## src/rtl/stream_capture_framer_if.sv

```systemverilog
// Sample-in / frame-out bus of the capture framer.
// The master side produces samples and consumes frames.
// The slave side (the framer) does the opposite.
interface stream_capture_framer_if #(
    parameter int DSIZE = 16,
    parameter int LANES = 4
) ();
    logic                   in_valid;
    logic [DSIZE-1:0]       in_data;
    logic                   in_ready;
    logic                   trigger;
    logic [LANES*DSIZE-1:0] frame_data;

    modport master (
        output in_valid,
        output in_data,
        input  in_ready,
        input  trigger,
        input  frame_data
    );

    modport slave (
        input  in_valid,
        input  in_data,
        output in_ready,
        output trigger,
        output frame_data
    );
endinterface

```

## src/rtl/stream_capture_framer.sv

```systemverilog
// Packs LANES consecutive samples into a frame and buffers frames in a small FIFO.
// Each buffered frame is emitted as a stable bus with a one-cycle trigger,
// at most one frame every two cycles.
// After TRIGGER_TOTAL frames the block parks in DONE until reset.
//
// state   | meaning
// --------+------------------------------------------------------------
// ST_RUN  | accepting samples and emitting frames
// ST_DONE | TRIGGER_TOTAL frames emitted; input closed, FIFO frozen
// EM_IDLE | emitter may pop the FIFO head on this cycle
// EM_PULSE| trigger high for the frame just popped; no pop allowed
module stream_capture_framer #(
    parameter int DSIZE         = 16,
    parameter int LANES         = 4,
    parameter int DEPTH         = 8,
    parameter int TRIGGER_TOTAL = 1000
) (
    input  logic                               clock,
    input  logic                               rst,
    input  logic                               enable,
    input  logic                               drain_en,
    stream_capture_framer_if.slave             bus,
    output logic [$clog2(DEPTH+1)-1:0]         fifo_level,
    output logic [$clog2(TRIGGER_TOTAL+1)-1:0] frame_cnt,
    output logic                               done
);
    localparam int LW  = (LANES > 1) ? $clog2(LANES) : 1;
    localparam int AW  = $clog2(DEPTH);
    localparam int LVW = $clog2(DEPTH + 1);
    localparam int CW  = $clog2(TRIGGER_TOTAL + 1);
    localparam int FW  = LANES * DSIZE;

    typedef enum logic {ST_RUN, ST_DONE} state_t;
    typedef enum logic {EM_IDLE, EM_PULSE} emit_t;

    state_t                      state_q, state_d;
    emit_t                       emit_q, emit_d;
    logic [LW-1:0]               lane_cnt_q, lane_cnt_d;
    logic [LANES-1:0][DSIZE-1:0] hold_q, hold_d;
    logic [LANES-1:0][DSIZE-1:0] push_frame;
    logic [FW-1:0]               mem_q [DEPTH];
    logic [FW-1:0]               mem_d [DEPTH];
    logic [AW-1:0]               wr_ptr_q, wr_ptr_d;
    logic [AW-1:0]               rd_ptr_q, rd_ptr_d;
    logic [LVW-1:0]              level_q, level_d;
    logic [CW-1:0]               cnt_q, cnt_d;
    logic [FW-1:0]               frame_q, frame_d;
    logic                        trigger_q, trigger_d;

    logic full, last_lane, accept, push, pop, enter_done;

    // The last lane is held off only when its completed frame has nowhere to go.
    // Lanes before it can still fill while the FIFO is full.
    assign full       = (level_q == LVW'(DEPTH));
    assign last_lane  = (lane_cnt_q == LW'(LANES - 1));
    assign bus.in_ready = !rst && enable && (state_q == ST_RUN) && !(last_lane && full);
    assign accept     = bus.in_valid && bus.in_ready;
    assign push       = accept && last_lane;
    assign pop        = (state_q == ST_RUN) && (emit_q == EM_IDLE) && drain_en && (level_q != '0);
    assign enter_done = pop && (cnt_q == CW'(TRIGGER_TOTAL - 1));

    // Packer and FIFO bookkeeping; a frame completes with the sample landing in the last lane.
    always_comb begin
        hold_d     = hold_q;
        lane_cnt_d = lane_cnt_q;
        mem_d      = mem_q;
        wr_ptr_d   = wr_ptr_q;
        rd_ptr_d   = rd_ptr_q;
        push_frame = hold_q;
        push_frame[LANES-1] = bus.in_data;
        if (accept) begin
            hold_d[lane_cnt_q] = bus.in_data;
            lane_cnt_d = last_lane ? '0 : lane_cnt_q + LW'(1);
        end
        if (push) begin
            mem_d[wr_ptr_q] = push_frame;
            wr_ptr_d        = wr_ptr_q + AW'(1);
        end
        if (pop) begin
            rd_ptr_d = rd_ptr_q + AW'(1);
        end
        level_d = level_q + LVW'(push) - LVW'(pop);
        if (enter_done) begin
            lane_cnt_d = '0;
            hold_d     = '0;
        end
    end

    // Emitter and top state: a pop loads the frame bus and raises trigger for exactly one cycle.
    always_comb begin
        state_d   = state_q;
        emit_d    = EM_IDLE;
        trigger_d = 1'b0;
        frame_d   = frame_q;
        cnt_d     = cnt_q;
        if (pop) begin
            emit_d    = EM_PULSE;
            trigger_d = 1'b1;
            frame_d   = mem_q[rd_ptr_q];
            if (cnt_q != CW'(TRIGGER_TOTAL)) begin
                cnt_d = cnt_q + CW'(1);
            end
        end
        if (enter_done) begin
            state_d = ST_DONE;
        end
    end

    // Control and output registers; reset drops any pulse in flight and all buffered data.
    always_ff @(posedge clock or posedge rst) begin
        if (rst) begin
            state_q    <= ST_RUN;
            emit_q     <= EM_IDLE;
            lane_cnt_q <= '0;
            hold_q     <= '0;
            wr_ptr_q   <= '0;
            rd_ptr_q   <= '0;
            level_q    <= '0;
            cnt_q      <= '0;
            frame_q    <= '0;
            trigger_q  <= 1'b0;
        end else begin
            state_q    <= state_d;
            emit_q     <= emit_d;
            lane_cnt_q <= lane_cnt_d;
            hold_q     <= hold_d;
            wr_ptr_q   <= wr_ptr_d;
            rd_ptr_q   <= rd_ptr_d;
            level_q    <= level_d;
            cnt_q      <= cnt_d;
            frame_q    <= frame_d;
            trigger_q  <= trigger_d;
        end
    end

    // FIFO storage carries no reset; the pointers alone define which entries are valid.
    always_ff @(posedge clock) begin
        mem_q <= mem_d;
    end

    assign bus.trigger    = trigger_q;
    assign bus.frame_data = frame_q;
    assign fifo_level     = level_q;
    assign frame_cnt      = cnt_q;
    assign done           = (state_q == ST_DONE);
endmodule

```

## src/flat_wrapper.sv

```systemverilog
// flat-port wrapper written by rule: the top's interface ports become plain ports
module stream_capture_framer_flat 
#(
    parameter int DSIZE         = 16,
    parameter int LANES         = 4,
    parameter int DEPTH         = 8,
    parameter int TRIGGER_TOTAL = 1000
)
  (clock, rst, enable, drain_en, fifo_level, frame_cnt, done, bus_in_valid, bus_in_data, bus_in_ready, bus_trigger, bus_frame_data);
  stream_capture_framer_if #(.DSIZE(DSIZE), .LANES(LANES)) bus_i ();
  input  logic clock;
  input  logic rst;
  input  logic enable;
  input  logic drain_en;
  output logic [$clog2(DEPTH+1)-1:0] fifo_level;
  output logic [$clog2(TRIGGER_TOTAL+1)-1:0] frame_cnt;
  output logic done;
  input wire logic [$bits(bus_i.in_valid)-1:0] bus_in_valid;
  input wire logic [$bits(bus_i.in_data)-1:0] bus_in_data;
  output wire logic [$bits(bus_i.in_ready)-1:0] bus_in_ready;
  output wire logic [$bits(bus_i.trigger)-1:0] bus_trigger;
  output wire logic [$bits(bus_i.frame_data)-1:0] bus_frame_data;
  assign bus_i.in_valid = bus_in_valid;
  assign bus_i.in_data = bus_in_data;
  assign bus_in_ready = bus_i.in_ready;
  assign bus_trigger = bus_i.trigger;
  assign bus_frame_data = bus_i.frame_data;
  stream_capture_framer #(.DSIZE(DSIZE), .LANES(LANES), .DEPTH(DEPTH), .TRIGGER_TOTAL(TRIGGER_TOTAL)) u_core (.clock(clock), .rst(rst), .enable(enable), .drain_en(drain_en), .bus(bus_i), .fifo_level(fifo_level), .frame_cnt(frame_cnt), .done(done));
endmodule
```

## config.mk

```make
export PLATFORM = sky130hd
export DESIGN_NAME = stream_capture_framer_flat
export DESIGN_NICKNAME = d
export VERILOG_FILES = /design/src/rtl/stream_capture_framer_if.sv /design/src/rtl/stream_capture_framer.sv /design/src/flat_wrapper.sv
export SDC_FILE = /design/constraint.sdc
export NUM_CORES = 1
export LEC_CHECK = 0
export CAP_MARGIN = 15
export CELL_PAD_IN_SITES_DETAIL_PLACEMENT = 0
export CELL_PAD_IN_SITES_GLOBAL_PLACEMENT = 2
export CORE_MARGIN = 10
export CORE_UTILIZATION = 51
export DETAILED_ROUTE_END_ITERATION = 8
export HOLD_SLACK_MARGIN = 0.08
export PLACE_DENSITY_LB_ADDON = 0.1
export SLEW_MARGIN = 10
export SYNTH_ARGS = -nofsm -noshare
export SYNTH_HDL_FRONTEND = slang
export SYNTH_SLANG_ARGS = --single-unit
```

## constraint.sdc

```tcl
create_clock -name clock -period 19.65 [get_ports clock]
set_clock_uncertainty 0.1 [all_clocks]
set_input_delay 4.9125 -clock clock [delete_from_list [all_inputs] [get_ports clock]]
set_output_delay 4.9125 -clock clock [all_outputs]
set_load 0.02 [all_outputs]
```

---- Word-level counts from Yosys, hierarchy flattened ----
Index checks and enable logic that the tools add are counted.
operators by class
  $lt $le $gt $ge ......................... 5
  mux-type cells .......................... 15
  equal/unequal tests ..................... 4
  add/subtract/negate cells ............... 6
  bitwise gates (word level) .............. 4
  reduce and logical (&&, ||, !) cells .... 17
operators with widths
  cell                                                                                  number
  512-bit bitwise mux                                                                   1
  64-bit 2-to-1 mux                                                                     5
  64-bit binary-select mux with 3-bit select                                            1
  64-bit demux with 3-bit select                                                        1
  64-bit bitwise mux                                                                    1
  16-bit demux with 2-bit select                                                        1
  16-bit 2-to-1 mux                                                                     1
  1-bit logical AND                                                                     12
  10-bit by 1-bit adder with 10-bit output (second input constant)                      1
  10-bit equality test (second input constant)                                          1
  10-bit inequality test (second input constant)                                        1
  4-bit greater-or-equal comparator (second input constant)                             2
  3-bit inverter with 4-bit output                                                      2
  3-bit by 1-bit adder with 3-bit output (second input constant)                        2
  2-bit 2-to-1 mux                                                                      3
  4-bit by 1-bit adder with 4-bit output                                                1
  4-bit equality test (second input constant)                                           1
  4-bit by 1-bit < comparator with 1-bit output (second input constant)                 1
  4-bit nonzero test                                                                    1
  4-bit by 1-bit subtractor with 4-bit output                                           1
  2-bit by 3-bit < comparator with 1-bit output (second input constant)                 1
  2-bit by 1-bit adder with 2-bit output (second input constant)                        1
  2-bit equality test (second input constant)                                           1
  2-bit by 1-bit greater-or-equal comparator with 1-bit output (second input constant)  1
  5 further kinds                                                                       7
storage, ports and cells
  output and inout port bits .............. 81
  register bits after elaboration ......... 664
  input port bits ......................... 21

---- Longest topological paths before layout ----
Gate-level depths: netlist of the first run.
  depth after elaboration ................. 8
  depth in mapped cells ................... 11
  gate-level depth less buffers ........... 11

---- Least setup slack after synthesis of the first run ----
No wires, ideal clock.
  path type ............................... input to register
  start point ............................. input rst
  end point ............................... register u_core.mem_q[384] (netlist bit) (enable)
  path buffers ............................ 0
  required time ........................... 18.906 ns
  slack ................................... 7.407 ns
  arrival time ............................ 11.499 ns
  library setup time ...................... 0.644 ns
  stages on the path ...................... 3
  path through ............................ and4bb_2 > nand2_1 > nor4_1
between the ends
  word-level cells in the longest chain between the ends .. 6
RTL lines
  item                             RTL line                      RTL
  start: declaration               flat_wrapper.sv:12            input logic rst;
  1-bit zero test                  stream_capture_framer.sv:56   assign bus.in_ready = !rst && enable && (state_q == ST_RUN) && !(last_lane && full);
  1-bit logical AND (3 in series)  stream_capture_framer.sv:56
  1-bit logical AND                stream_capture_framer.sv:57   assign accept = bus.in_valid && bus.in_ready;
  1-bit logical AND                stream_capture_framer.sv:58   assign push = accept && last_lane;
  end signal: assignment           stream_capture_framer.sv:138  mem_q <= mem_d;
  end: declaration                 stream_capture_framer.sv:41   logic [FW-1:0] mem_q [DEPTH];
No other way between the ends.
A chain may end at the register's enable or synchronous reset.

---- Worst setup path in the final report of the first run ----
  start point ............................. input rst
  end point ............................... output bus_in_ready
between the ends
  word-level cells in the longest chain between the ends .. 4
RTL lines
  item                             RTL line                     RTL
  1-bit zero test                  stream_capture_framer.sv:56
  1-bit logical AND (3 in series)  stream_capture_framer.sv:56
  end: declaration                 flat_wrapper.sv:20           output wire logic [$bits(bus_i.in_ready)-1:0] bus_in_ready;
No other way between the ends.

==> impl_metrics.env, run 1 <==
export IMPL_status="finished clean"
export IMPL_clk_insertion_delay_late_ns=0.58
export IMPL_finalHoldViolCount=0
export IMPL_crit_family="buffers and inverters"
export IMPL_routedWlPerCell_microns=25.3
export IMPL_fin_crit_sh_pct=57.9
export IMPL_fp_coreArea_sq_um=48000
export IMPL_io_pins=102
export IMPL_end_kind="output port"
export IMPL_fin_nets=1455
export IMPL_ant_nets=0
export IMPL_initial_core_util_pct=51.8
export IMPL_syn2layout_area_growth_pct=15.6
export IMPL_maxSlewHeadroom_pct=32.7
export IMPL_antenna_found_initial=0
export IMPL_grt_overflow_total=0
export IMPL_first_pass_iters=5
export IMPL_cts_sinks=648
export IMPL_synth_top_cells_by_area="edfxtp_1 (62%), dfrtp_1 (14%), mux4_2 (12%)"
export IMPL_port_buffers=101
export IMPL_grt_pass1_wl_microns=80900
export IMPL_die_area_sq_um=58000
export IMPL_diodes=0
export IMPL_crit_fanout=3
export IMPL_crit_top_cell="clkdlybuf4s50_1"
export IMPL_crit_type="input pin to output port"
export IMPL_synth_seq_cells=648
export IMPL_cts_setup_buffers=0
export IMPL_rsz0062_at_grt="false"
export IMPL_grt_usage_pct=18.8
export IMPL_ys_warn_count=0
export IMPL_yosysSeqAreaShare_pct=75.4
export IMPL_vias_per_cell=5.77
export IMPL_crit_buf_inv=2
export IMPL_cts_tree="yes"
export IMPL_std_cell_rows=80
export IMPL_p_leak_nw=9.94
export IMPL_fmax_ghz=0.0880
export IMPL_powerDensity_nw_per_um2=148
export IMPL_avgSynthCellArea_sq_um=19.3
export IMPL_synthCells=1292
export IMPL_setup_violations=0
export IMPL_slowest_delay_ns=0.65
export IMPL_wl_microns=52700
export IMPL_drtIter0Drc=822
export IMPL_grt_max_degree=86
export IMPL_yosysUniqueCellTypes=40
export IMPL_place_hpwl_microns=28400
export IMPL_synth_edf_count=512
export IMPL_path_clk_slew_ns=0.06
export IMPL_worstPathArrival_ns=6.36
export IMPL_num_vias=12047
export IMPL_h_tree_depth=3
export IMPL_grt_pass1_vias=12827
export IMPL_gp_congestion=0.716
export IMPL_synth_area_leader_cell="edfxtp_1"
export IMPL_clockRootBuffer="clkbuf_16"
export IMPL_mostFrequentLayoutCells="edfxtp_1 (512), dfrtp_1 (133), nand2_1 (129)"
export IMPL_holdBufCountCts=0
export IMPL_ys_flop_type="edfxtp_1"
export IMPL_die_w_microns=241
export IMPL_final_common_cell="edfxtp_1"
export IMPL_slowest_stage="clkdlybuf4s50_1"
export IMPL_fin_util_pct=59.9
export IMPL_async_reset_ff_share_pct=21.0
export IMPL_finalMaxSlewViolations=0
export IMPL_startpoint_type="input pin"
export IMPL_yosys_area_top_type_share_pct=61.8
export IMPL_period_needed_ns=11.37
export IMPL_drive_gt1_share_pct=21.9
export IMPL_worstPathRequired_ns=14.64
export IMPL_maxCapViolCount=0
export IMPL_tightest_slew_ns=1.01
export IMPL_clk_path_buf_depth=3
export IMPL_hold_class="register to register"
export IMPL_syn_nets=1328
export IMPL_cts_repair_resized=0
export IMPL_netlist_area_sq_um=24900
export IMPL_drc_errors=0
export IMPL_numCtsBuffers=69
export IMPL_die_y_microns=241
export IMPL_fin_setup_tns_ns=0
export IMPL_ir_worst_vdd_v=0.0000825
export IMPL_critical_path_cell_chain="clkdlybuf4s50_1 -> nor4bb_1 -> clkdlybuf4s50_1"
==> through the flow <==
step | area [sq um] | instances | power, mW | hold WS [ns] | setup WS (ns)
3_5_place_dp | 26500 | 1963 | 3.01 | 0.372 | 8.26
6_report | 28800 | 2088 | 4.25 | 0.379 | 8.28
4_1_cts | 28800 | 2088 | 4.31 | 0.384 | 8.26
3_3_place_gp | 26500 | 1963 | 2.99 | 0.362 | 8.22
2_1_floorplan | 24900 | 1292 | 2.63 | 0.415 | 7.41
5_1_grt | 28800 | 2088 | 4.46 | 0.404 | 8.22
==> cell usage after synthesis, types with 2 or more instances <==
| cell | instances |
|---|---|
| o21ai_0 | 19 |
| nor3_1 | 5 |
| buf_2 | 26 |
| nand2_1 | 129 |
| xor2_1 | 4 |
| nand3_1 | 56 |
| clkbuf_1 | 21 |
| mux2_2 | 2 |
| edfxtp_1 | 512 |
| nor4_1 | 2 |
| inv_1 | 13 |
| mux2i_1 | 64 |
| nor2_1 | 8 |
| nand4_1 | 4 |
| dfrtp_1 | 136 |
| xnor2_1 | 10 |
| buf_1 | 4 |
| nor2b_1 | 2 |
| o21ai_1 | 45 |
| a21oi_2 | 50 |
| mux4_2 | 128 |
| buf_4 | 7 |
| a21oi_1 | 2 |
| buf_6 | 14 |
| ha_1 | 14 |
==> power breakdown <==
group | internal (mW) | switching, mW | leakage [nW]
Clock | 0.782 | 0.512 | 1.10
Combinational | 0.508 | 0.493 | 2.49
Sequential | 1.72 | 0.227 | 6.34
Total | 3.01 | 1.23 | 9.94
==> worst paths after layout <==
kind / from / end / slack [ns] / cells after the start
min in group asynchronous: rst / u_core.bus.frame_data[63] / 4.84 / 2
max in group asynchronous: rst / u_core.rd_ptr_q[2] / 13.20 / 3
hold reg to reg: u_core.bus.frame_data[10] / u_core.bus.frame_data[10] / 0.38 / 2
hold / removal: u_core.bus.frame_data[10] / u_core.bus.frame_data[10] / 0.38 / 2
setup / recovery: rst / bus_in_ready / 8.28 / 3
setup reg to reg: u_core.rd_ptr_q[0] / u_core.bus.frame_data[0] / 15.65 / 5
==> final cells by class <==
cell class	count	area [sq um]
Clock buffer	95	1940
Sequential cell	648	18800
Tap cell	615	769
Clock inverter	30	324
Fill cell	3536	19300
Multi-Input combinational cell	558	5680
Timing Repair Buffer	128	1210
Inverter	14	60.1
==> per-layer routing <==
metal,up-vias,global-route usage [%],routed length (microns)
met5,-,0,0
met3,69,3.38,2350
met4,0,5.68,1020
met2,242,30.9,26400
li1,5332,-,-
met1,6404,25.5,23000
==> state kept, by name, summed over array words and instances, names as in the netlist <==
signal	cells
u_core.frame_cnt	10
u_core.mem_q	512
u_core.hold_q	48
u_core.lane_cnt_q	2
u_core.done	1
u_core.rd_ptr_q	3
u_core.fifo_level	4
u_core.emit_q	1
u_core.bus.frame_data	64
u_core.wr_ptr_q	3
==> tightest hold or removal path: cells and delay by family, from the launching register on <==
kind	cells	cell delay, ns
flops	1	0.34
compound gates	1	0.06
simple gates	1	0.05
==> cells by family (layout without fill, tap and decap cells) <==
group / after synthesis / in the layout / share of synthesized area [%]
flops: 648 / 648 / 75.4
buf+inv: 86 / 267 / 1.97
mux: 194 / 194 / 14.2
simple gates: 216 / 216 / 3.82
compound gates: 119 / 119 / 3.26
fa+ha+maj: 15 / 15 / 0.784
xor+xnor: 14 / 14 / 0.493
Note: power is estimated with default switching activity, not from simulation.
==> run 2, diff against run 1 <==
CORE_UTILIZATION = 42   (was 51)
clock period = 9.75 ns   (was 19.65 ns; I/O delays follow)
==> run 2 against run 1 <==
Cell count increased by 7.6%. Non-clock buffer count decreased by 4. Sequential cell count unchanged. Global-route usage decreased by 3.1 points. Clock power increased by 110%. Register-to-register slack got worse by 10 ns. Core utilization decreased by 11 points. Critical path depth unchanged. Clock-buffer cell count increased by 3. Sequential share of layout area decreased by 0.59 points. Power increased by 100%. Critical path type unchanged. Highest routed layer is now met5.
==> impl_metrics.env, run 2 (synthesis gave the netlist of run 1 again) <==
export IMPL_fmax_ghz=0.155
export IMPL_rsz0062_at_grt="false"
export IMPL_cts_repair_resized=0
export IMPL_hold_class="register to register"
export IMPL_routedWlPerCell_microns=24.2
export IMPL_slowest_stage="clkdlybuf4s50_1"
export IMPL_status="finished clean"
export IMPL_diodes=0
export IMPL_crit_family="buffers and inverters"
export IMPL_antenna_found_initial=3
export IMPL_tightest_slew_ns=1.15
export IMPL_clk_path_buf_depth=3
export IMPL_cts_sinks=648
export IMPL_cp_startpoint="rst"
export IMPL_wl_microns=54300
export IMPL_worstPathArrival_ns=3.92
export IMPL_vias_per_cell=5.30
export IMPL_port_buffers=101
export IMPL_cp_endpoint="bus_in_ready"
export IMPL_syn2layout_area_growth_pct=16.6
export IMPL_place_hpwl_microns=29300
export IMPL_ant_nets=0
export IMPL_clockRootBuffer="clkbuf_16"
export IMPL_crit_top_cell="clkdlybuf4s50_1"
export IMPL_maxCapViolCount=0
export IMPL_path_clk_slew_ns=0.06
export IMPL_p_leak_nw=9.96
export IMPL_fp_coreArea_sq_um=58800
export IMPL_num_fill_cells=4912
export IMPL_powerDensity_nw_per_um2=298
export IMPL_p_total_mw=8.65
export IMPL_worstPathRequired_ns=7.21
export IMPL_slowest_delay_ns=0.66
export IMPL_numCtsBuffers=71
export IMPL_drtIter0Drc=706
export IMPL_h_tree_depth=3
export IMPL_crit_buf_inv=2
export IMPL_setup_violations=0
export IMPL_finalHoldViolCount=0
export IMPL_crit_fanout=3
export IMPL_drive_gt1_share_pct=22.1
export IMPL_cts_tree="yes"
export IMPL_r2r_cells=6
export IMPL_fin_crit_sh_pct=66.2
export IMPL_critical_path_cell_chain="clkdlybuf4s50_1 -> nor4bb_1 -> clkdlybuf4s50_1"
export IMPL_drc_errors=0
export IMPL_period_needed_ns=6.45
export IMPL_rr_startpoint="u_core.lane_cnt_q[0]"
export IMPL_die_area_sq_um=69400
export IMPL_fin_nets=1453
export IMPL_clk_insertion_delay_late_ns=0.61
export IMPL_die_w_microns=263
export IMPL_post_dp_cell_area_sq_um=26700
export IMPL_first_pass_iters=5
export IMPL_mostFrequentLayoutCells="edfxtp_1 (512), dfrtp_1 (133), nand2_1 (129)"
export IMPL_grt_pass1_vias=12996
export IMPL_crit_type="input pin to output port"
export IMPL_final_common_cell="edfxtp_1"
export IMPL_grt_pass1_wl_microns=82900
export IMPL_cp_depth=3
export IMPL_die_y_microns=263
export IMPL_grt_usage_pct=15.7
export IMPL_ir_worst_vdd_v=0.000154
export IMPL_startpoint_type="input pin"
export IMPL_gp_congestion=0.699
export IMPL_std_cell_rows=89
export IMPL_grt_max_degree=76
export IMPL_maxSlewHeadroom_pct=23.5
export IMPL_largest_register="u_core.mem_q"
export IMPL_final_area_sq_um=29000
export IMPL_io_pins=102
export IMPL_reg2reg_slack_ns=5.50
export IMPL_cts_setup_buffers=0
export IMPL_num_vias=11908
export IMPL_largest_reg_flops=512
export IMPL_holdBufCountCts=0
export IMPL_fin_setup_tns_ns=0
export IMPL_end_kind="output port"
export IMPL_r2r_end="u_core.mem_q[26]"
export IMPL_initial_core_util_pct=42.3
export IMPL_grt_overflow_total=0
export IMPL_finalMaxSlewViolations=0
## run 2: cell types whose count changed in the layout (fill, tap and decap cells not counted), sizes merged
cell and change:
clkbuf +3, inv +2, bufinv -3, buf -4, clkinv +3
## run 2: tightest hold or removal path: cells and delay by family, from the launching register on
family / cells / cell delay (ns)
compound gates: 1 / 0.06
simple gates: 1 / 0.05
flops: 1 / 0.34
## run 2: area by class of cell
cell class	instances	area, sq um	share of cell area [%]
Clock inverter	32	274	0.944
Timing Repair Buffer	124	1180	4.08
Sequential cell	648	18800	64.7
Clock buffer	98	2080	7.18
Inverter	14	60.1	0.207
Multi-Input combinational cell	558	5680	19.6
Tap cell	773	967	3.33
## run 2: where the power goes
part / leakage [nW] / total, mW / switching (mW) / internal [mW]
logic: 2.47 / 2.03 / 1.00 / 1.03
clock network: 1.15 / 2.67 / 1.07 / 1.60
registers: 6.34 / 3.96 / 0.484 / 3.47
total: 9.96 / 8.65 / 2.55 / 6.10
## run 2: stage by stage
stage          worst slack [ns]  util [%]  hold WS (ns)  instances
6_report                   3.30      49.4         0.377       2247
5_1_grt                    3.21      49.4         0.404       2247
4_1_cts                    3.30      49.4         0.383       2247
3_5_place_dp               3.17      45.4         0.370       2117
3_3_place_gp               3.22      45.4         0.361       2117
2_1_floorplan           -0.0182         -         0.415       1292
## run 2: layer usage
layer  vias to the layer above  part of all wire, %  track usage [%]
met3                        93                  4.7             3.41
met2                       223                   50             26.1
li1                       5330                    -                -
met1                      6256                   43             20.4
met5                         -                0.063                0
met4                         6                  2.3             4.78
## run 2: worst min path at each step
stage | startpoint | cells past startpoint | end | slack [ns]
6_report | u_core.bus.frame_data[17] | 2 | u_core.bus.frame_data[17] | 0.38
5_1_grt | u_core.bus.frame_data[1] | 2 | u_core.bus.frame_data[1] | 0.40
4_1_cts | u_core.bus.frame_data[17] | 2 | u_core.bus.frame_data[17] | 0.38
3_5_place_dp | u_core.bus.frame_data[17] | 2 | u_core.bus.frame_data[17] | 0.37
3_3_place_gp | u_core.bus.frame_data[16] | 2 | u_core.bus.frame_data[16] | 0.36
2_1_floorplan | u_core.wr_ptr_q[0] | 1 | u_core.wr_ptr_q[0] | 0.42
==> run 3, diff against run 2 <==
clock period = 5.16 ns   (was 9.75 ns; I/O delays follow)
==> run 3 against run 2 <==
Clock power is 83% higher. Via count is 0.27% higher. Die area stayed put. Critical path depth stayed put. Global-route usage is 0.27 points higher. Worst setup slack worse by 2.3 ns. Critical path type unchanged. Largest power group unchanged.
==> impl_metrics.env, run 3 (synthesis gave the netlist of run 1 again) <==
export IMPL_holdWs_ns=0.374
export IMPL_final_common_cell="edfxtp_1"
export IMPL_place_hpwl_microns=30800
export IMPL_post_dp_cell_area_sq_um=26900
export IMPL_maxSlewHeadroom_pct=36.9
export IMPL_std_cell_rows=89
export IMPL_ir_worst_vdd_v=0.000266
export IMPL_die_y_microns=263
export IMPL_first_pass_iters=5
export IMPL_clk_path_buf_depth=3
export IMPL_mostFrequentLayoutCells="edfxtp_1 (512), dfrtp_1 (133), nand2_1 (129)"
export IMPL_maxCapViolCount=0
export IMPL_gp_congestion=0.713
export IMPL_end_kind="output port"
export IMPL_grt_max_degree=84
export IMPL_cp_startpoint="rst"
export IMPL_path_clk_slew_ns=0.06
export IMPL_cp_endpoint="bus_in_ready"
export IMPL_fmax_ghz=0.242
export IMPL_grt_pass1_vias=12959
export IMPL_die_w_microns=263
export IMPL_hold_class="register to register"
export IMPL_num_vias=11940
export IMPL_worstPathArrival_ns=2.74
export IMPL_drive_gt1_share_pct=22.8
export IMPL_cts_setup_buffers=0
export IMPL_p_sw_share_pct=29.6
export IMPL_die_area_sq_um=69400
export IMPL_cts_tree="yes"
export IMPL_reg2reg_slack_ns=2.03
export IMPL_grt_usage_pct=16.0
export IMPL_crit_type="input pin to output port"
export IMPL_io_pins=102
export IMPL_wl_microns=55000
export IMPL_grt_pass1_wl_microns=84300
export IMPL_vias_per_cell=5.30
export IMPL_rsz0062_at_grt="false"
export IMPL_r2r_end="u_core.fifo_level[2]"
export IMPL_syn2layout_area_growth_pct=17.1
export IMPL_startpoint_type="input pin"
export IMPL_ant_nets=0
export IMPL_fin_setup_tns_ns=0
export IMPL_worstPathRequired_ns=3.77
export IMPL_routedWlPerCell_microns=24.4
export IMPL_h_tree_depth=3
export IMPL_finalNonFillerCells=2254
export IMPL_powerDensity_nw_per_um2=557
export IMPL_internal_power_mw=11.4
export IMPL_holdBufCountCts=0
export IMPL_drtIter0Drc=826
export IMPL_post_place_ws_ns=1.02
export IMPL_grt_overflow_total=0
export IMPL_cts_sinks=648
export IMPL_fin_ws_ns=1.03
export IMPL_pwr_share_clk_pct=30.2
export IMPL_tightest_slew_ns=0.947
export IMPL_dp_cells=2127
export IMPL_p_comb_share_pct=23.6
export IMPL_fin_util_pct=49.6
export IMPL_seq_power_share_pct=46.3
export IMPL_num_fill_cells=4877
export IMPL_p_leak_nw=9.99
export IMPL_clockRootBuffer="clkbuf_16"
export IMPL_finalHoldViolCount=0
export IMPL_clk_insertion_delay_late_ns=0.60
export IMPL_rr_startpoint="u_core.lane_cnt_q[0]"
export IMPL_finalMaxSlewViolations=0
export IMPL_final_area_sq_um=29100
export IMPL_status="finished clean"
export IMPL_cts_repair_resized=0
export IMPL_p_total_mw=16.2
export IMPL_fin_crit_sh_pct=80.0
export IMPL_initial_core_util_pct=42.3
export IMPL_diodes=0
export IMPL_setup_violations=0
export IMPL_hold_path_depth=2
export IMPL_period_needed_ns=4.13
export IMPL_r2r_cells=9
export IMPL_antenna_found_initial=2
export IMPL_fp_coreArea_sq_um=58800
export IMPL_largest_reg_flops=512
export IMPL_numCtsBuffers=71
export IMPL_drc_errors=0
export IMPL_crit_fanout=3
export IMPL_fin_nets=1463
export IMPL_port_buffers=101
export IMPL_power_switching_mw=4.81
export IMPL_largest_register="u_core.mem_q"
## run 3: cell count changes in the layout (fill, tap and decap cells not counted), moves of 2 or more
| cell | change |
|---|---|
| nor3_4 | +2 |
| clkbuf_16 | -3 |
| nor3_2 | -2 |
| nor4_2 | -2 |
| buf_4 | +2 |
| clkbuf_1 | +2 |
| clkinv_1 | -6 |
| clkinv_2 | +5 |
| buf_12 | +8 |
| nor4_4 | +2 |
## run 3: critical path, cell delays in order
cell and delay (ns):
clkdlybuf4s50_1 0.50, nor4bb_1 0.29, clkdlybuf4s50_1 0.65
## run 3: how the worst min path moves through the flow
stage,slack [ns],end,from
floorplan,0.42,u_core.wr_ptr_q[0],u_core.wr_ptr_q[0]
global placement,0.36,u_core.bus.frame_data[16],u_core.bus.frame_data[16]
detailed placement,0.37,u_core.bus.frame_data[16],u_core.bus.frame_data[16]
CTS,0.38,u_core.bus.frame_data[16],u_core.bus.frame_data[16]
global route,0.39,u_core.bus.frame_data[16],u_core.bus.frame_data[16]
finish,0.37,u_core.bus.frame_data[16],u_core.bus.frame_data[16]
## run 3: power groups by stage
stage	clock network, mW	logic [mW]	registers (mW)
floorplan	0	2.59	7.44
global placement	0	3.93	7.60
detailed placement	0	3.94	7.65
CTS	5.04	3.95	7.55
global route	5.24	4.19	7.65
finish	4.89	3.82	7.51
## run 3: cell type report
class                      count  area [sq um]  share of cell area, %
clock buffer                  98          2030                   6.97
tap                          773           967                   3.32
timing repair buffer         134          1360                   4.66
sequential                   648         18800                   64.5
inverter                      14          60.1                  0.206
clock inverter                29           226                  0.777
multi-input combinational    558          5710                   19.6
## run 3: per-layer routing
metal,track usage (%),vias to the layer above,part of all wire (%)
li1,-,5353,-
met3,3.01,79,4.1
met1,21.1,6296,44
met5,0,-,0.053
met4,5.19,4,2.1
met2,26.3,208,50
